<file path="src/rtl/gpio_arb_pkg.sv">
// Shared types and constants for the two-master GPIO arbiter.
// The FSM state encoding and the master index values live here.
package gpio_arb_pkg;

   typedef enum logic [1:0] {
      IDLE   = 2'd0,
      ISSUE  = 2'd1,
      RDWAIT = 2'd2
   } state_e;

   localparam logic M0 = 1'b0;
   localparam logic M1 = 1'b1;

endpackage

</file>
<file path="src/rtl/gpio_arb_if.sv">
// Bus bundle between two Avalon masters, the arbiter and the shared GPIO slave.
// slave: the arbiter's view; master: the environment's view.
interface gpio_arb_if #(
   parameter int DATA_W = 32
);
   logic              m0_write;
   logic              m1_write;
   logic              m0_read;
   logic              m1_read;
   logic [DATA_W-1:0] m0_writedata;
   logic [DATA_W-1:0] m1_writedata;
   logic [DATA_W-1:0] m0_readdata;
   logic [DATA_W-1:0] m1_readdata;
   logic              m0_waitrequest;
   logic              m1_waitrequest;
   logic              m0_readdatavalid;
   logic              m1_readdatavalid;
   logic              avalon_write;
   logic              avalon_read;
   logic [DATA_W-1:0] avalon_writedata;
   logic [DATA_W-1:0] avalon_readdata;

   modport slave (
      input  m0_write, m1_write, m0_read, m1_read,
      input  m0_writedata, m1_writedata, avalon_readdata,
      output m0_readdata, m1_readdata, m0_waitrequest, m1_waitrequest,
      output m0_readdatavalid, m1_readdatavalid,
      output avalon_write, avalon_read, avalon_writedata
   );

   modport master (
      output m0_write, m1_write, m0_read, m1_read,
      output m0_writedata, m1_writedata, avalon_readdata,
      input  m0_readdata, m1_readdata, m0_waitrequest, m1_waitrequest,
      input  m0_readdatavalid, m1_readdatavalid,
      input  avalon_write, avalon_read, avalon_writedata
   );

endinterface

</file>
<file path="src/rtl/gpio_arb_rr_arb2.sv">
// Combinational two-input round-robin picker.
// On a tie the master that did not win last time is chosen.
module rr_arb2
   import gpio_arb_pkg::*;
(
   input  logic [1:0] req,
   input  logic       last,
   output logic       grant
);

   always_comb begin
      grant = M0;
      case (req)
         2'b11:   grant = ~last;
         2'b10:   grant = M1;
         2'b01:   grant = M0;
         default: grant = M0;
      endcase
   end

endmodule

</file>
<file path="src/rtl/gpio_arb.sv">
// Round-robin arbiter giving two Avalon masters single-transfer access to one GPIO slave.
// IDLE picks a master, ISSUE forwards one strobe, RDWAIT returns the read data.
module gpio_arb
   import gpio_arb_pkg::*;
#(
   parameter int DATA_W = 32
) (
   input logic       clk,
   input logic       reset,
   gpio_arb_if.slave bus
);

   state_e            state_q, state_d;
   logic              grant_q, grant_d;
   logic              last_q, last_d;
   logic [1:0]        req_s;
   logic              pick_s;
   logic              g_wr_s, g_rd_s;
   logic [DATA_W-1:0] g_wd_s;

   logic              wait0_s, wait1_s, rdv0_s, rdv1_s, avw_s, avr_s;
   logic [DATA_W-1:0] rd0_s, rd1_s, avwd_s;

   assign req_s  = {bus.m1_write | bus.m1_read, bus.m0_write | bus.m0_read};
   assign g_wr_s = (grant_q == M1) ? bus.m1_write     : bus.m0_write;
   assign g_rd_s = (grant_q == M1) ? bus.m1_read      : bus.m0_read;
   assign g_wd_s = (grant_q == M1) ? bus.m1_writedata : bus.m0_writedata;

   rr_arb2 u_rr_arb2 (
      .req   (req_s),
      .last  (last_q),
      .grant (pick_s)
   );

   // State, grant and last-grant registers with synchronous reset.
   always_ff @(posedge clk) begin
      if (reset) begin
         state_q <= IDLE;
         grant_q <= M0;
         last_q  <= M1;
      end else begin
         state_q <= state_d;
         grant_q <= grant_d;
         last_q  <= last_d;
      end
   end

   // Next-state and output decode; reset forces outputs idle in the same cycle.
   always_comb begin
      state_d = state_q;
      grant_d = grant_q;
      last_d  = last_q;
      wait0_s = 1'b1;
      wait1_s = 1'b1;
      rdv0_s  = 1'b0;
      rdv1_s  = 1'b0;
      rd0_s   = {DATA_W{1'b0}};
      rd1_s   = {DATA_W{1'b0}};
      avw_s   = 1'b0;
      avr_s   = 1'b0;
      avwd_s  = {DATA_W{1'b0}};
      if (reset) begin
         state_d = IDLE;
      end else begin
         case (state_q)
            IDLE: begin
               if (|req_s) begin
                  grant_d = pick_s;
                  last_d  = pick_s;
                  state_d = ISSUE;
               end else begin
                  state_d = IDLE;
               end
            end
            ISSUE: begin
               if (grant_q == M1) begin
                  wait1_s = 1'b0;
               end else begin
                  wait0_s = 1'b0;
               end
               // Write wins over a simultaneous read; a dropped request aborts.
               if (g_wr_s) begin
                  avw_s   = 1'b1;
                  avwd_s  = g_wd_s;
                  state_d = IDLE;
               end else if (g_rd_s) begin
                  avr_s   = 1'b1;
                  state_d = RDWAIT;
               end else begin
                  state_d = IDLE;
               end
            end
            RDWAIT: begin
               if (grant_q == M1) begin
                  rdv1_s = 1'b1;
                  rd1_s  = bus.avalon_readdata;
               end else begin
                  rdv0_s = 1'b1;
                  rd0_s  = bus.avalon_readdata;
               end
               state_d = IDLE;
            end
            default: state_d = IDLE;
         endcase
      end
   end

   assign bus.m0_waitrequest   = wait0_s;
   assign bus.m1_waitrequest   = wait1_s;
   assign bus.m0_readdatavalid = rdv0_s;
   assign bus.m1_readdatavalid = rdv1_s;
   assign bus.m0_readdata      = rd0_s;
   assign bus.m1_readdata      = rd1_s;
   assign bus.avalon_write     = avw_s;
   assign bus.avalon_read      = avr_s;
   assign bus.avalon_writedata = avwd_s;

endmodule

</file>
<file path="src/flat_wrapper.sv">
// flat-port wrapper written by rule: the top's interface ports become plain ports
module gpio_arb_flat import gpio_arb_pkg::*;
#(
   parameter int DATA_W = 32
)
  (clk, reset, bus_m0_write, bus_m1_write, bus_m0_read, bus_m1_read, bus_m0_writedata, bus_m1_writedata, bus_avalon_readdata, bus_m0_readdata, bus_m1_readdata, bus_m0_waitrequest, bus_m1_waitrequest, bus_m0_readdatavalid, bus_m1_readdatavalid, bus_avalon_write, bus_avalon_read, bus_avalon_writedata);
  gpio_arb_if #(.DATA_W(DATA_W)) bus_i ();
  input logic clk;
  input logic reset;
  input wire logic [$bits(bus_i.m0_write)-1:0] bus_m0_write;
  input wire logic [$bits(bus_i.m1_write)-1:0] bus_m1_write;
  input wire logic [$bits(bus_i.m0_read)-1:0] bus_m0_read;
  input wire logic [$bits(bus_i.m1_read)-1:0] bus_m1_read;
  input wire logic [$bits(bus_i.m0_writedata)-1:0] bus_m0_writedata;
  input wire logic [$bits(bus_i.m1_writedata)-1:0] bus_m1_writedata;
  input wire logic [$bits(bus_i.avalon_readdata)-1:0] bus_avalon_readdata;
  output wire logic [$bits(bus_i.m0_readdata)-1:0] bus_m0_readdata;
  output wire logic [$bits(bus_i.m1_readdata)-1:0] bus_m1_readdata;
  output wire logic [$bits(bus_i.m0_waitrequest)-1:0] bus_m0_waitrequest;
  output wire logic [$bits(bus_i.m1_waitrequest)-1:0] bus_m1_waitrequest;
  output wire logic [$bits(bus_i.m0_readdatavalid)-1:0] bus_m0_readdatavalid;
  output wire logic [$bits(bus_i.m1_readdatavalid)-1:0] bus_m1_readdatavalid;
  output wire logic [$bits(bus_i.avalon_write)-1:0] bus_avalon_write;
  output wire logic [$bits(bus_i.avalon_read)-1:0] bus_avalon_read;
  output wire logic [$bits(bus_i.avalon_writedata)-1:0] bus_avalon_writedata;
  assign bus_i.m0_write = bus_m0_write;
  assign bus_i.m1_write = bus_m1_write;
  assign bus_i.m0_read = bus_m0_read;
  assign bus_i.m1_read = bus_m1_read;
  assign bus_i.m0_writedata = bus_m0_writedata;
  assign bus_i.m1_writedata = bus_m1_writedata;
  assign bus_i.avalon_readdata = bus_avalon_readdata;
  assign bus_m0_readdata = bus_i.m0_readdata;
  assign bus_m1_readdata = bus_i.m1_readdata;
  assign bus_m0_waitrequest = bus_i.m0_waitrequest;
  assign bus_m1_waitrequest = bus_i.m1_waitrequest;
  assign bus_m0_readdatavalid = bus_i.m0_readdatavalid;
  assign bus_m1_readdatavalid = bus_i.m1_readdatavalid;
  assign bus_avalon_write = bus_i.avalon_write;
  assign bus_avalon_read = bus_i.avalon_read;
  assign bus_avalon_writedata = bus_i.avalon_writedata;
  gpio_arb #(.DATA_W(DATA_W)) u_core (.clk(clk), .reset(reset), .bus(bus_i));
endmodule
</file>
<file path="config.mk">
export PLATFORM = sky130hd
export DESIGN_NAME = gpio_arb_flat
export DESIGN_NICKNAME = d
export VERILOG_FILES = /design/src/rtl/gpio_arb_pkg.sv /design/src/rtl/gpio_arb_if.sv /design/src/rtl/gpio_arb_rr_arb2.sv /design/src/rtl/gpio_arb.sv /design/src/flat_wrapper.sv
export SDC_FILE = /design/constraint.sdc
export NUM_CORES = 1
export LEC_CHECK = 0
export CORE_AREA = 2 2 80 82
export CTS_BUF_LIST = sky130_fd_sc_hd__clkbuf_16
export DETAILED_ROUTE_END_ITERATION = 12
export DIE_AREA = 0 0 82 84
export HOLD_SLACK_MARGIN = 0.03
export PLACE_DENSITY = 0.81
export SLEW_MARGIN = 20
export SYNTH_ARGS = -nofsm -noshare
export SYNTH_HDL_FRONTEND = slang
export SYNTH_HIERARCHICAL = 1
export SYNTH_SLANG_ARGS = --single-unit
</file>
<file path="constraint.sdc">
create_clock -name clk -period 3.42 [get_ports clk]
set_clock_uncertainty 0.15 [all_clocks]
set_input_delay 0.342 -clock clk [delete_from_list [all_inputs] [get_ports clk]]
set_output_delay 0.342 -clock clk [all_outputs]
set_load 0.01 [all_outputs]
</file>
; ---- After elaboration in Yosys (flattened, before gate mapping)
; Index checks and enable logic that the tools add are counted.
[word_totals]
wordCells = 47
latch_bits = 0
n_memories = 0
mem_bits_ro = 0
reg_bits = 4
mem_bits_rw = 0
output_inout_bits = 102
inputBits = 102
[op_classes]
n_lt_le_gt_ge = 0
n_addsub = 0
eq_ne = 4
shifts = 0
reduce_logical = 3
n_mux = 34
div_mod_pow = 0
n_bitwise = 3
multipliers = 0
[ops]
columns = op, n
row1 = $mux 32, 10
row2 = $mux 1, 20
row3 = $eq 2x2->1 const B, 3
row4 = $mux 2, 2
row5 = $pmux 2 s2, 1
row6 = $eq 2x1->1 const B, 1
row7 = $logic_not 2->1, 1
row8 = $or 1x1->1, 2
row9 = $pmux 1 s2, 1
row10 = $reduce_and 2->1, 1
row11 = $reduce_or 2->1, 1
row12 = $not 1->1, 1

; ---- Depth between registers and ports, before layout
[logic_depth]
depth_word = 5
depth_mapped = 4
ltp_nobuf = 4

; ---- By module
; Netlist, hierarchy kept.
[by_module_without_submodules]
columns = module, cells_per_inst, seq_area_each_um2, area_each_um2, n_inst
row1 = gpio_arb, 167, 80.1, 1231.2, 1
row2 = rr_arb2, 1, 0.0, 11.3, 1

; ---- Worst setup path after synthesis
; No wires, ideal clock.
[synth_timing]
path_type = reg2out
startpoint = reg u_core.state_q[0]
endpoint = out bus_avalon_writedata[10]
arrival_time_ns = 1.149
path_buffers = 1
slack_ns = 1.779
stages_incl_launch_ff = 5
required_time_ns = 2.928
cell_sequence = dfxtp_1 nor3b_4 nand2_4 buf_6 nor2_1
[synth_via]
elab_chain_cells = 3
[synth_rtl]
columns = item, line
row1 = from (decl), gpio_arb.sv:13  ; state_e state_q, state_d;
row2 = from (signal assigned), gpio_arb.sv:42  ; state_q <= state_d;
row3 = $eq 2x1->1, gpio_arb.sv:65  ; case (state_q)
row4 = $mux 32, gpio_arb.sv:65
row5 = $mux 32, gpio_arb.sv:62  ; if (reset) begin
row6 = to (decl), flat_wrapper.sv:25  ; output wire logic [$bits(bus_i.avalon_writedata)-1:0] bus_avalon_writedata;
; No other way between the ends.

; ---- Final worst setup path
[layout_timing]
startpoint = in reset
endpoint = out bus_m1_readdata[29]
[layout_via]
elab_chain_cells = 1
[layout_rtl]
columns = item, line
row1 = from (decl), flat_wrapper.sv:9  ; input logic reset;
row2 = $mux 32, gpio_arb.sv:62
row3 = to (decl), flat_wrapper.sv:18  ; output wire logic [$bits(bus_i.m1_readdata)-1:0] bus_m1_readdata;
; No other way between the ends.

==> metrics.md <==
| Metric | Value |
|---|---|
| Worst skew pair latency | 0.22 ns |
| Initial Util | 20.4% |
| Post-synth ARST share | 0% |
| Unrepaired setup endpoints after global routing | no |
| Num CTS Buffers | 3 |
| Main area contributors after synthesis | and2_1 26%, mux2i_1 26%, nor2_1 10% |
| Largest net degree at the start of global routing | 37 |
| Most numerous cell in the Yosys netlist | and2_1 |
| Total Wirelength | 6340 µm |
| Leak | 0.00123 µW |
| Synth unique cells | 27 |
| Post-DRT Antenna Nets | 0 |
| Vias in the first global route | 1798 |
| Post-place setup slack | 0.526 ns |
| Leading area contributor after synthesis | and2_1 |
| Area Growth Syn to Fin | 170% |
| Crit-path cells | clkdlybuf4s50_1, and4bb_2, and2_1, clkdlybuf4s50_1 |
| Crit-path slowest cell | and4bb_2 |
| Filler instances | 572 |
| Dpl hpwl | 5260 µm |
| CTS tree | done |
| Power, Total | 491 µW |
| Fin crit period | 2.88 ns |
| Share of layout cells above drive strength 1 | 7.16% |
| Hold buffers post-CTS | 0 |
| Avg Inst Size Synth | 7.40 µm² |
| Initial antenna violation count | 0 |
| Die H | 84 µm |
| Worst-path clk slew | 0.03 ns |
| CP most frequent cell | clkdlybuf4s50_1 |
| Top_reg_cell synth | dfxtp_1 |
| Worst-path fanout max | 33 |
| DP Cell Count | 437 |
| Die ar. | 0.00689 mm² |
| Worst EP arrival | 2.39 ns |
| Final setup TNS | 0 ns |
| Via Count | 1856 |
| Maxcap violations | 0 |
| Mapped cell area | 0.00124 mm² |
| Max Slew Vio Count | 0 |
| Nets@finish | 467 |
| Die Wd | 82 µm |
| Site Rows | 29 |
| Post-CTS setup buffers | 0 |
| Worst path max stage delay | 0.69 ns |
| Synthesized netlist cell count | 168 |
| Setup CP Type | primary input to output port |
| Non-Filler Instances | 440 |
| Worst min path class | flop to flop |
| DRT iter0 DRCs | 10 |
| Post-synth top cells | 52 x and2_1, 33 x nor2_1, 32 x mux2i_1, 12 x and2_2, 6 x buf_6 |
| Status | complete, no violations |
| Peak supply drop | 151 µV |
| Slew margin rel. | 58.7% |
| Synth top area share | 26.2% |
| Synthesis warning total | 6 |
| Pwr Density | 147 mW/mm² |
| CTS sink count | 4 |
| Worst EP required | 2.93 ns |
| # resized after CTS | 0 |
| PortBufs | 203 |
| Core outline area | 0.00610 mm² |
| # IOs | 204 |
| Final worst-path cycle share | 84.2% |
| Longest Clk Path Bufs | 2 |
| Post-Syn Nets | 270 |
| Diodes inserted | 0 |
| Worst Setup Start Kind | primary input |
| Pin slew with the least headroom to its limit | 0.614 ns |
| PnR worst setup slack | 0.541 ns |
| EDFF count, synth | 0 |
| Total GRT Usage | 16.8% |
| Crit. End Element | output port |
| First-pass GRT wire length | 9180 µm |
| Final setup fails | 0 |
| Vias/cell | 4.22 |
| Fin. Hold Viols | 0 |
| Synthesized flop and latch total | 4 |
| First-pass iteration count of the detailed router | 3 |
| H-tree depth | 1 |
| Drc violations | 0 |
| GRT overflow | 0 |
| WL/cell | 14.4 µm |
| Root Driver | clkbuf_16 |
| Crit path max-delay family | buffers and inverters |
| Crit path buf inv count | 2 |
| Post-synthesis sequential area ratio | 6.45% |
| RD Place Congestion | 0.814 |
| FMAX | 0.347 GHz |
[tightest hold or removal path, cell delays in order (launching register included)]
cell and delay (ns):
dfxtp_1 0.32, o31ai_1 0.07, nand3b_1 0.08
[power breakdown]
group          total [µW]  internal, µW  switching, µW
Sequential           57.4          51.3           6.08
Clock                 184           150           34.7
Combinational         250           168           81.3
Total                 491           369            122
[layer usage]
metal | track usage, % | wire length [µm] | vias to the layer above | share of wire (%)
li1 | - | - | 941 | -
met1 | 18.8 | 2440 | 795 | 38
met2 | 30.3 | 3030 | 120 | 48
met3 | 6.06 | 874 | 0 | 14
met4 | 2.27 | 0 | 0 | 0
met5 | 0 | 0 | - | 0
[kinds of logic (layout without fill, tap and decap cells)]
family          Yosys count  after routing  synth area share, %
mux                      33             33                 26.7
flops                     4              4                 6.45
compound gates            5              5                 3.22
simple gates            111            111                 54.0
buf+inv                  15            210                 9.67
[cell usage in the layout, fill, tap and decap left out]
cell / netlist / layout
buf_4: 2 / 2
dfxtp_1: 4 / 3
or2_2: 2 / 2
inv_1: 2 / 2
and2_1: 52 / 52
a32oi_1: 1 / 1
a21boi_2: 1 / 1
nand2_4: 1 / 1
clkbuf_16: 0 / 3
a21oi_1: 1 / 1
or4b_1: 1 / 1
dfxtp_2: 0 / 1
nor4_1: 2 / 2
nor4b_4: 1 / 1
and4bb_2: 1 / 1
and2_2: 12 / 12
nor2_1: 33 / 33
mux2i_1: 32 / 32
nand3b_1: 1 / 1
clkdlybuf4s50_1: 0 / 203
nor2b_1: 2 / 2
o31ai_1: 2 / 2
mux2_2: 1 / 1
nor3b_4: 1 / 1
nand2b_1: 1 / 1
nand2_1: 1 / 1
[per-stage QoR]
stage / instance area [µm²] / util, % / hold WS, ns
floorplan: 1240 / - / 0.261
finish: 3350 / 54.9 / 0.376
global route: 3350 / 54.9 / 0.392
CTS: 3350 / 54.9 / 0.370
global placement: 3270 / 53.7 / 0.357
detailed placement: 3270 / 53.7 / 0.358
[state kept, by name, summed over array words and instances, names as in the netlist]
register / flops
u_core/grant_q: 1
u_core/last_q: 1
u_core/state_q: 2
[final timing paths]
path	endpoint	startpoint	depth (start not counted)	slack (ns)
setup reg to reg	u_core/state_q[1]	u_core/grant_q	4	1.91
hold / removal	u_core/last_q	u_core/last_q	2	0.38
hold reg to reg	u_core/last_q	u_core/last_q	2	0.38
setup / recovery	bus_m1_readdata[29]	reset	4	0.54
[cell type report]
class	instances	area [µm²]	share of cell area, %
timing repair buffer	205	2050	61.1
sequential	4	81.3	2.43
inverter	2	7.51	0.224
multi-input combinational	149	1040	31.1
tap	77	96.3	2.88
clock buffer	3	75.1	2.24
Power figures use the tool's default switching activity.
